`config.mk`:
```
export PLATFORM = sky130hd
export DESIGN_NAME = ps2_player_keys
export DESIGN_NICKNAME = d
export VERILOG_FILES = /design/src/rtl/ps2_pkg.sv /design/src/rtl/ps2_rx.sv /design/src/rtl/ps2_player_keys.sv
export SDC_FILE = /design/constraint.sdc
export NUM_CORES = 1
export LEC_CHECK = 0
export BUFFER_PORTS_ARGS = -buffer_cell sky130_fd_sc_hd__buf_2
export CAP_MARGIN = 20
export CORE_MARGIN = 2
export CORE_UTILIZATION = 52
export CTS_CLUSTER_SIZE = 8
export DETAILED_ROUTE_END_ITERATION = 8
export PLACE_DENSITY = 0.81
export SYNTH_ARGS = -nofsm -noshare
export SYNTH_HDL_FRONTEND = slang
export SYNTH_SLANG_ARGS = --single-unit
```
`constraint.sdc`:
```
create_clock -name clk -period 2.5 [get_ports clk]
set_input_delay 0.5 -clock clk [delete_from_list [all_inputs] [get_ports clk]]
set_output_delay 0.5 -clock clk [all_outputs]
set_load 0.1 [all_outputs]
```
`src/rtl/ps2_pkg.sv`:
```
// ps2_pkg: scan codes, decoder states and key mapping for the two-player PS/2 front end
package ps2_pkg;

    localparam logic [7:0] SC_E0    = 8'hE0;
    localparam logic [7:0] SC_F0    = 8'hF0;
    localparam logic [7:0] SC_E1    = 8'hE1;
    localparam logic [7:0] SC_W     = 8'h1D;
    localparam logic [7:0] SC_S     = 8'h1B;
    localparam logic [7:0] SC_A     = 8'h1C;
    localparam logic [7:0] SC_D     = 8'h23;
    localparam logic [7:0] SC_SPACE = 8'h29;
    localparam logic [7:0] SC_ENTER = 8'h5A;
    localparam logic [7:0] SC_UP    = 8'h75;
    localparam logic [7:0] SC_DOWN  = 8'h72;
    localparam logic [7:0] SC_LEFT  = 8'h6B;
    localparam logic [7:0] SC_RIGHT = 8'h74;

    localparam int PAUSE_LEN = 7;
    localparam int NKEYS     = 10;

    localparam int K_P1_UP    = 0;
    localparam int K_P1_DOWN  = 1;
    localparam int K_P1_LEFT  = 2;
    localparam int K_P1_RIGHT = 3;
    localparam int K_P1_FIRE  = 4;
    localparam int K_P2_UP    = 5;
    localparam int K_P2_DOWN  = 6;
    localparam int K_P2_LEFT  = 7;
    localparam int K_P2_RIGHT = 8;
    localparam int K_P2_FIRE  = 9;

    typedef enum logic [2:0] {
        NORMAL,
        EXT,
        BRK,
        EXT_BRK,
        PAUSE_SKIP
    } dec_state_t;

    // One-hot key selected by an exact (extended, code) pair; zero when unmapped
    function automatic logic [NKEYS-1:0] key_mask(input logic ext, input logic [7:0] code);
        key_mask = '0;
        if (!ext) begin
            case (code)
                SC_W:     key_mask[K_P1_UP]    = 1'b1;
                SC_S:     key_mask[K_P1_DOWN]  = 1'b1;
                SC_A:     key_mask[K_P1_LEFT]  = 1'b1;
                SC_D:     key_mask[K_P1_RIGHT] = 1'b1;
                SC_SPACE: key_mask[K_P1_FIRE]  = 1'b1;
                SC_ENTER: key_mask[K_P2_FIRE]  = 1'b1;
                default:  key_mask = '0;
            endcase
        end else begin
            case (code)
                SC_UP:    key_mask[K_P2_UP]    = 1'b1;
                SC_DOWN:  key_mask[K_P2_DOWN]  = 1'b1;
                SC_LEFT:  key_mask[K_P2_LEFT]  = 1'b1;
                SC_RIGHT: key_mask[K_P2_RIGHT] = 1'b1;
                default:  key_mask = '0;
            endcase
        end
    endfunction

    // Keyboard status replies and overflow codes that carry no key meaning
    function automatic logic is_reply(input logic [7:0] code);
        return code == 8'hAA || code == 8'hFA || code == 8'hEE ||
               code == 8'hFE || code == 8'h00 || code == 8'hFF;
    endfunction

endpackage

```
`src/rtl/ps2_rx.sv`:
```
// ps2_rx: PS/2 pad conditioning and 11-bit frame receiver with mid-frame timeout
module ps2_rx #(
    parameter int FILTER_LEN  = 8,
    parameter int TIMEOUT_CYC = 2500
) (
    input  logic       clk,
    input  logic       rst_n,
    input  logic       ps2_clk,
    input  logic       ps2_dat,
    output logic [7:0] code,
    output logic       valid,
    output logic       err
);

    localparam int FW = $clog2(FILTER_LEN + 1);
    localparam int TW = $clog2(TIMEOUT_CYC + 1);

    logic [1:0]    clk_s, dat_s;
    logic          filt;
    logic [FW-1:0] fcnt;
    logic [3:0]    bit_cnt;
    logic [7:0]    sr;
    logic          par;
    logic [TW-1:0] tcnt;
    logic          fall;

    // The filtered clock drops this cycle: a full run of low samples while high
    assign fall = filt && !clk_s[1] && fcnt == FW'(FILTER_LEN - 1);

    // Two-flop synchronizers for both asynchronous pads
    always_ff @(posedge clk or negedge rst_n) begin
        if (!rst_n) begin
            clk_s <= '0;
            dat_s <= '0;
        end else begin
            clk_s <= {clk_s[0], ps2_clk};
            dat_s <= {dat_s[0], ps2_dat};
        end
    end

    // Glitch filter: level follows the pad only after FILTER_LEN disagreeing samples
    always_ff @(posedge clk or negedge rst_n) begin
        if (!rst_n) begin
            filt <= 1'b1;
            fcnt <= '0;
        end else if (clk_s[1] == filt) begin
            fcnt <= '0;
        end else if (fcnt == FW'(FILTER_LEN - 1)) begin
            filt <= ~filt;
            fcnt <= '0;
        end else begin
            fcnt <= fcnt + 1'b1;
        end
    end

    // Frame shifter: start, eight data bits LSB first, odd parity, stop
    always_ff @(posedge clk or negedge rst_n) begin
        if (!rst_n) begin
            bit_cnt <= '0;
            sr      <= '0;
            par     <= 1'b0;
            tcnt    <= '0;
            code    <= '0;
            valid   <= 1'b0;
            err     <= 1'b0;
        end else begin
            valid <= 1'b0;
            err   <= 1'b0;
            if (fall) begin
                tcnt <= '0;
                if (bit_cnt == 4'd0) begin
                    bit_cnt <= dat_s[1] ? 4'd0 : 4'd1;
                end else if (bit_cnt <= 4'd8) begin
                    sr      <= {dat_s[1], sr[7:1]};
                    bit_cnt <= bit_cnt + 4'd1;
                end else if (bit_cnt == 4'd9) begin
                    par     <= dat_s[1];
                    bit_cnt <= 4'd10;
                end else begin
                    bit_cnt <= '0;
                    if (dat_s[1] && (^{par, sr})) begin
                        code  <= sr;
                        valid <= 1'b1;
                    end else begin
                        err <= 1'b1;
                    end
                end
            end else if (bit_cnt == 4'd0) begin
                tcnt <= '0;
            end else if (tcnt == TW'(TIMEOUT_CYC - 1)) begin
                err     <= 1'b1;
                bit_cnt <= '0;
                tcnt    <= '0;
            end else begin
                tcnt <= tcnt + 1'b1;
            end
        end
    end

endmodule

```
`src/rtl/ps2_player_keys.sv`:
```
// ps2_player_keys: PS/2 keyboard decoded into held direction/fire levels for two players
module ps2_player_keys
    import ps2_pkg::*;
#(
    parameter int FILTER_LEN  = 8,
    parameter int TIMEOUT_CYC = 2500
) (
    input  logic       clk,
    input  logic       rst_n,
    input  logic       i_ps2_clk,
    input  logic       i_ps2_dat,
    output logic       o_p1_up,
    output logic       o_p1_down,
    output logic       o_p1_left,
    output logic       o_p1_right,
    output logic       o_p1_fire,
    output logic       o_p2_up,
    output logic       o_p2_down,
    output logic       o_p2_left,
    output logic       o_p2_right,
    output logic       o_p2_fire,
    output logic [7:0] o_scan_code,
    output logic       o_scan_valid,
    output logic       o_frame_err
);

    localparam int SW = $clog2(PAUSE_LEN + 1);

    dec_state_t       state;
    logic [SW-1:0]    skip;
    logic [NKEYS-1:0] keys;
    logic [NKEYS-1:0] mask;
    logic             ext, brk;

    ps2_rx #(
        .FILTER_LEN (FILTER_LEN),
        .TIMEOUT_CYC(TIMEOUT_CYC)
    ) u_rx (
        .clk    (clk),
        .rst_n  (rst_n),
        .ps2_clk(i_ps2_clk),
        .ps2_dat(i_ps2_dat),
        .code   (o_scan_code),
        .valid  (o_scan_valid),
        .err    (o_frame_err)
    );

    assign ext  = state == EXT || state == EXT_BRK;
    assign brk  = state == BRK || state == EXT_BRK;
    assign mask = key_mask(ext, o_scan_code);

    // Prefix tracking and key hold registers, stepped once per received byte
    always_ff @(posedge clk or negedge rst_n) begin
        if (!rst_n) begin
            state <= NORMAL;
            skip  <= '0;
            keys  <= '0;
        end else if (o_scan_valid) begin
            if (state == PAUSE_SKIP) begin
                skip <= skip + 1'b1;
                if (skip == SW'(PAUSE_LEN - 1)) begin
                    state <= NORMAL;
                    skip  <= '0;
                end
            end else if (o_scan_code == SC_E0) begin
                state <= EXT;
            end else if (o_scan_code == SC_F0) begin
                state <= ext ? EXT_BRK : BRK;
            end else if (o_scan_code == SC_E1) begin
                state <= PAUSE_SKIP;
                skip  <= '0;
            end else begin
                state <= NORMAL;
                if (!(state == NORMAL && is_reply(o_scan_code)))
                    keys <= brk ? keys & ~mask : keys | mask;
            end
        end
    end

    assign {o_p2_fire, o_p2_right, o_p2_left, o_p2_down, o_p2_up,
            o_p1_fire, o_p1_right, o_p1_left, o_p1_down, o_p1_up} = keys;

endmodule

```
==> results by group <==
Power
  – Cell Pwr Density: 720.3 nW/um^2
  – IR Drop Worst-Case VDD: 531.5 uV
  – Power, Total: 2.383 mW
  – LEAKAGE: 1.606 nW

Synthesis
  – Post-synth net total: 274
  – Simple-Gate Fraction of Synth Area: 20.45%
  – Most used DFF post-synth: dfrtp_1
  – Adder-Cell Fraction of Synth Area: 2.588%
  – Post-synth EDFFs: 0
  – Register area share after synthesis: between 50% and 60%
  – Count of cell types in the netlist: 46
  – Largest area contributor in the netlist: dfrtp_1
  – Synth top area share: 50.91%
  – Xor-xnor portion of the synthesized cell area: 6.514%
  – Syn. warnings: 0
  – Syn avg cell area: roughly 11 um^2
  – Largest family of logic cells by synthesized area: simple AND/OR/NAND/NOR gates
  – Mux cell area share after synthesis: 10.44%
  – Fraction of registers with async set/reset: 100.0%
  – Compound-Gate Fraction of Synth Area: 6.514%
  – #FFs+latches synth: 60
  – Syn Inst Count: 264
  – Netlist Area Pre-Place: 2900 um^2
  – Top post-synthesis cells by area: dfrtp_1, mux2_2, xnor2_1

Critical path
  – Critical path fanouts, max: 9
  – Critical Path End Type: flop
  – Worst reg2reg path startpoint: u_rx.sr[2]$_DFFE_PN0P_
  – Flop-to-flop setup slack: 300 ps
  – R2r worst-path depth: 5
  – CP max stage cell: nor4_4
  – Setup CP Type: reg2reg
  – Critical path buffer and inverter count: 0
  – Startpoint types: flop
  – Worst EP required: 2720 ps
  – Max incr delay on CP: 470 ps
  – Arr. time, crit path: between 2000 and 2500 ps
  – Reg2reg end: u_rx.code[2]$_DFFE_PN0P_
  – CP delay by family, top: XOR/XNOR gates
  – Cell Chain, Critical Path: xor2_1 -> xnor3_1 -> xnor2_1 -> nor4_4 -> mux2_2

Timing
  – Max Freq: 455.4 MHz
  – RSZ-0062 raised after global routing: no
  – Max-slew violations: 0
  – Crit path time final: 2196 ps
  – Final setup fails: 0
  – Hold_ws: between 200 and 300 ps
  – Clk_skew: 9.254 ps
  – Final Hold Viols: 0
  – Rel. slew slack: 51.45%
  – Setup TNS: 0 ps
  – Slew @ Worst Pin: roughly 730 ps
  – Period utilization: between 80% and 90%

Global routing
  – Initial antenna violation count: 0
  – Vias in the first global route: between 2000 and 2500
  – GR Overflow Total: 0
  – Pin count of the biggest net entering global routing: 61
  – Gr usage total: 18.95%
  – First-pass GRT wire length: 9.135 mm

Detailed routing
  – Final wirelength: 5.126 mm
  – Via count: 2045
  – Antenna Nets Post-Route: 0
  – Drt via density: 5.497
  – Post-DR wirelength/cell: 13.78 um
  – DRC: 0
  – 1st-iter DRT viols: 104
  – DRT Pass-1 Iters: 4

Flow run
  – MaxCap Viol Count: 0

Cells and area
  – Nets: 305
  – Commonest non-fill, non-tap cell in the layout: dfrtp_1
  – Layout cells sized above 1: approximately a quarter
  – Fillers: between 400 and 500
  – Post-layout util: between 60% and 70%
  – Layout area overhead: 14.06%
  – Most frequent cells in the layout: dfrtp_1, nor2_1, mux2_2
  – N_diodes: 0

Min path
  – Hold Crit Depth: 1
  – Hold Path Origin: i_ps2_dat
  – Hold Path Class: in2reg
  – Worst Hold End: u_rx.dat_s[0]$_DFF_PN0_

CTS
  – H-tree levels: 3
  – Root Buffer: clkbuf_8
  – Worst-Skew Late Latency: 340 ps
  – CTS max path bufs: 2
  – CTS Hold Buffers Added: 0
  – Post-CTS Setup Bufs: 0
  – Post-CTS sizing: 0
  – TritonCTS clock tree: built
  – Clock slew at reported path FFs: 70 ps
  – Cts bufs inserted: 9
  – Clock Sinks: 60

Status
  – Status: finished, final reports clean

Floorplan
  – Die Footprint: 6191 um^2
  – Die Y: 78.68 um
  – Initial core utilization: between 50% and 60%
  – Die width: about 80 um
  – IO Count: 24
  – Core box area: 5439 um^2
  – Number of core rows: 27

Place
  – Placed wire-length estimate: 3.514 mm
  – Gpl congestion: 0.8725
  – IO Port Bufs: 23
kinds of logic after synthesis:
| logic type | count (synthesis) |
|---|---|
| buffers and inverters | 13 |
| muxes | 27 |
| adders and majority gates | 6 |
| DFF | 60 |
| AOI/OAI and AO/OA | 29 |
| and+or+nand+nor | 109 |
| xor gates and xnor gates | 20 |
report_power, final:
group | switching, mW | internal (mW) | total, mW
registers | 0.0848 | 1.06 | 1.15
clock network | 0.370 | 0.511 | 0.881
logic | 0.206 | 0.149 | 0.356
total | 0.661 | 1.72 | 2.38
worst max-delay path by stage:
| stage | endpoint | start | slack (ps) | cells after the start |
|---|---|---|---|---|
| 3_3_place_gp | u_rx.code[5]$_DFFE_PN0P_ | u_rx.sr[2]$_DFFE_PN0P_ | 370 | 5 |
| 5_1_grt | u_rx.code[6]$_DFFE_PN0P_ | u_rx.sr[2]$_DFFE_PN0P_ | 170 | 5 |
| 4_1_cts | u_rx.code[6]$_DFFE_PN0P_ | u_rx.sr[6]$_DFFE_PN0P_ | 290 | 5 |
| 3_5_place_dp | u_rx.code[2]$_DFFE_PN0P_ | u_rx.sr[2]$_DFFE_PN0P_ | 310 | 5 |
| 6_report | u_rx.code[2]$_DFFE_PN0P_ | u_rx.sr[2]$_DFFE_PN0P_ | 300 | 5 |
| 2_1_floorplan | flop | u_rx.code[0]$_DFFE_PN0P_ | 110 | 5 |
area by class of cell:
| cell class | instances | area (um^2) | share of cell area (%) |
|---|---|---|---|
| Timing Repair Buffer | 26 | 137.6 | 4.160 |
| Sequential cell | 60 | 1503 | 45.42 |
| Multi-Input combinational cell | 191 | 1349 | 40.77 |
| Inverter | 7 | 26.28 | 0.7943 |
| Clock buffer | 12 | 155.1 | 4.690 |
| Clock inverter | 4 | 47.55 | 1.437 |
| Tap cell | 72 | 90.09 | 2.723 |
per-layer routing:
layer | up-vias | part of all wire [%] | GRT usage [%] | wire, um
li1 | 995 | - | - | -
met1 | 1001 | 48 | 24.18 | 2440
met2 | 42 | 47 | 30.09 | 2405
met3 | 7 | 4.0 | 4.138 | 205
met4 | 0 | 1.4 | 10.35 | 74
met5 | - | 0 | 0 | 0
metrics by stage:
stage	setup WS [ps]	instance area, um^2	std cells
floorplan	105.3	2900	264
global placement	371.3	3105	356
detailed placement	313.5	3105	356
CTS	288.0	3308	372
global route	173.9	3308	372
finish	304.2	3308	372
synth_stat cells (3+ instances only):
master    count
nand3_1      13
nor2_1       27
and2_1        3
o21ai_0      10
a21oi_1       7
dfrtp_1      59
nor2b_1       5
nand2_1      19
xor2_1        6
nand3b_1      3
clkbuf_1      6
xnor2_1      13
and3_1        4
mux2_2       26
nor3_1       11
inv_1         7
nand2b_1      5
ha_1          6
Note: power is estimated with default switching activity, not from simulation.
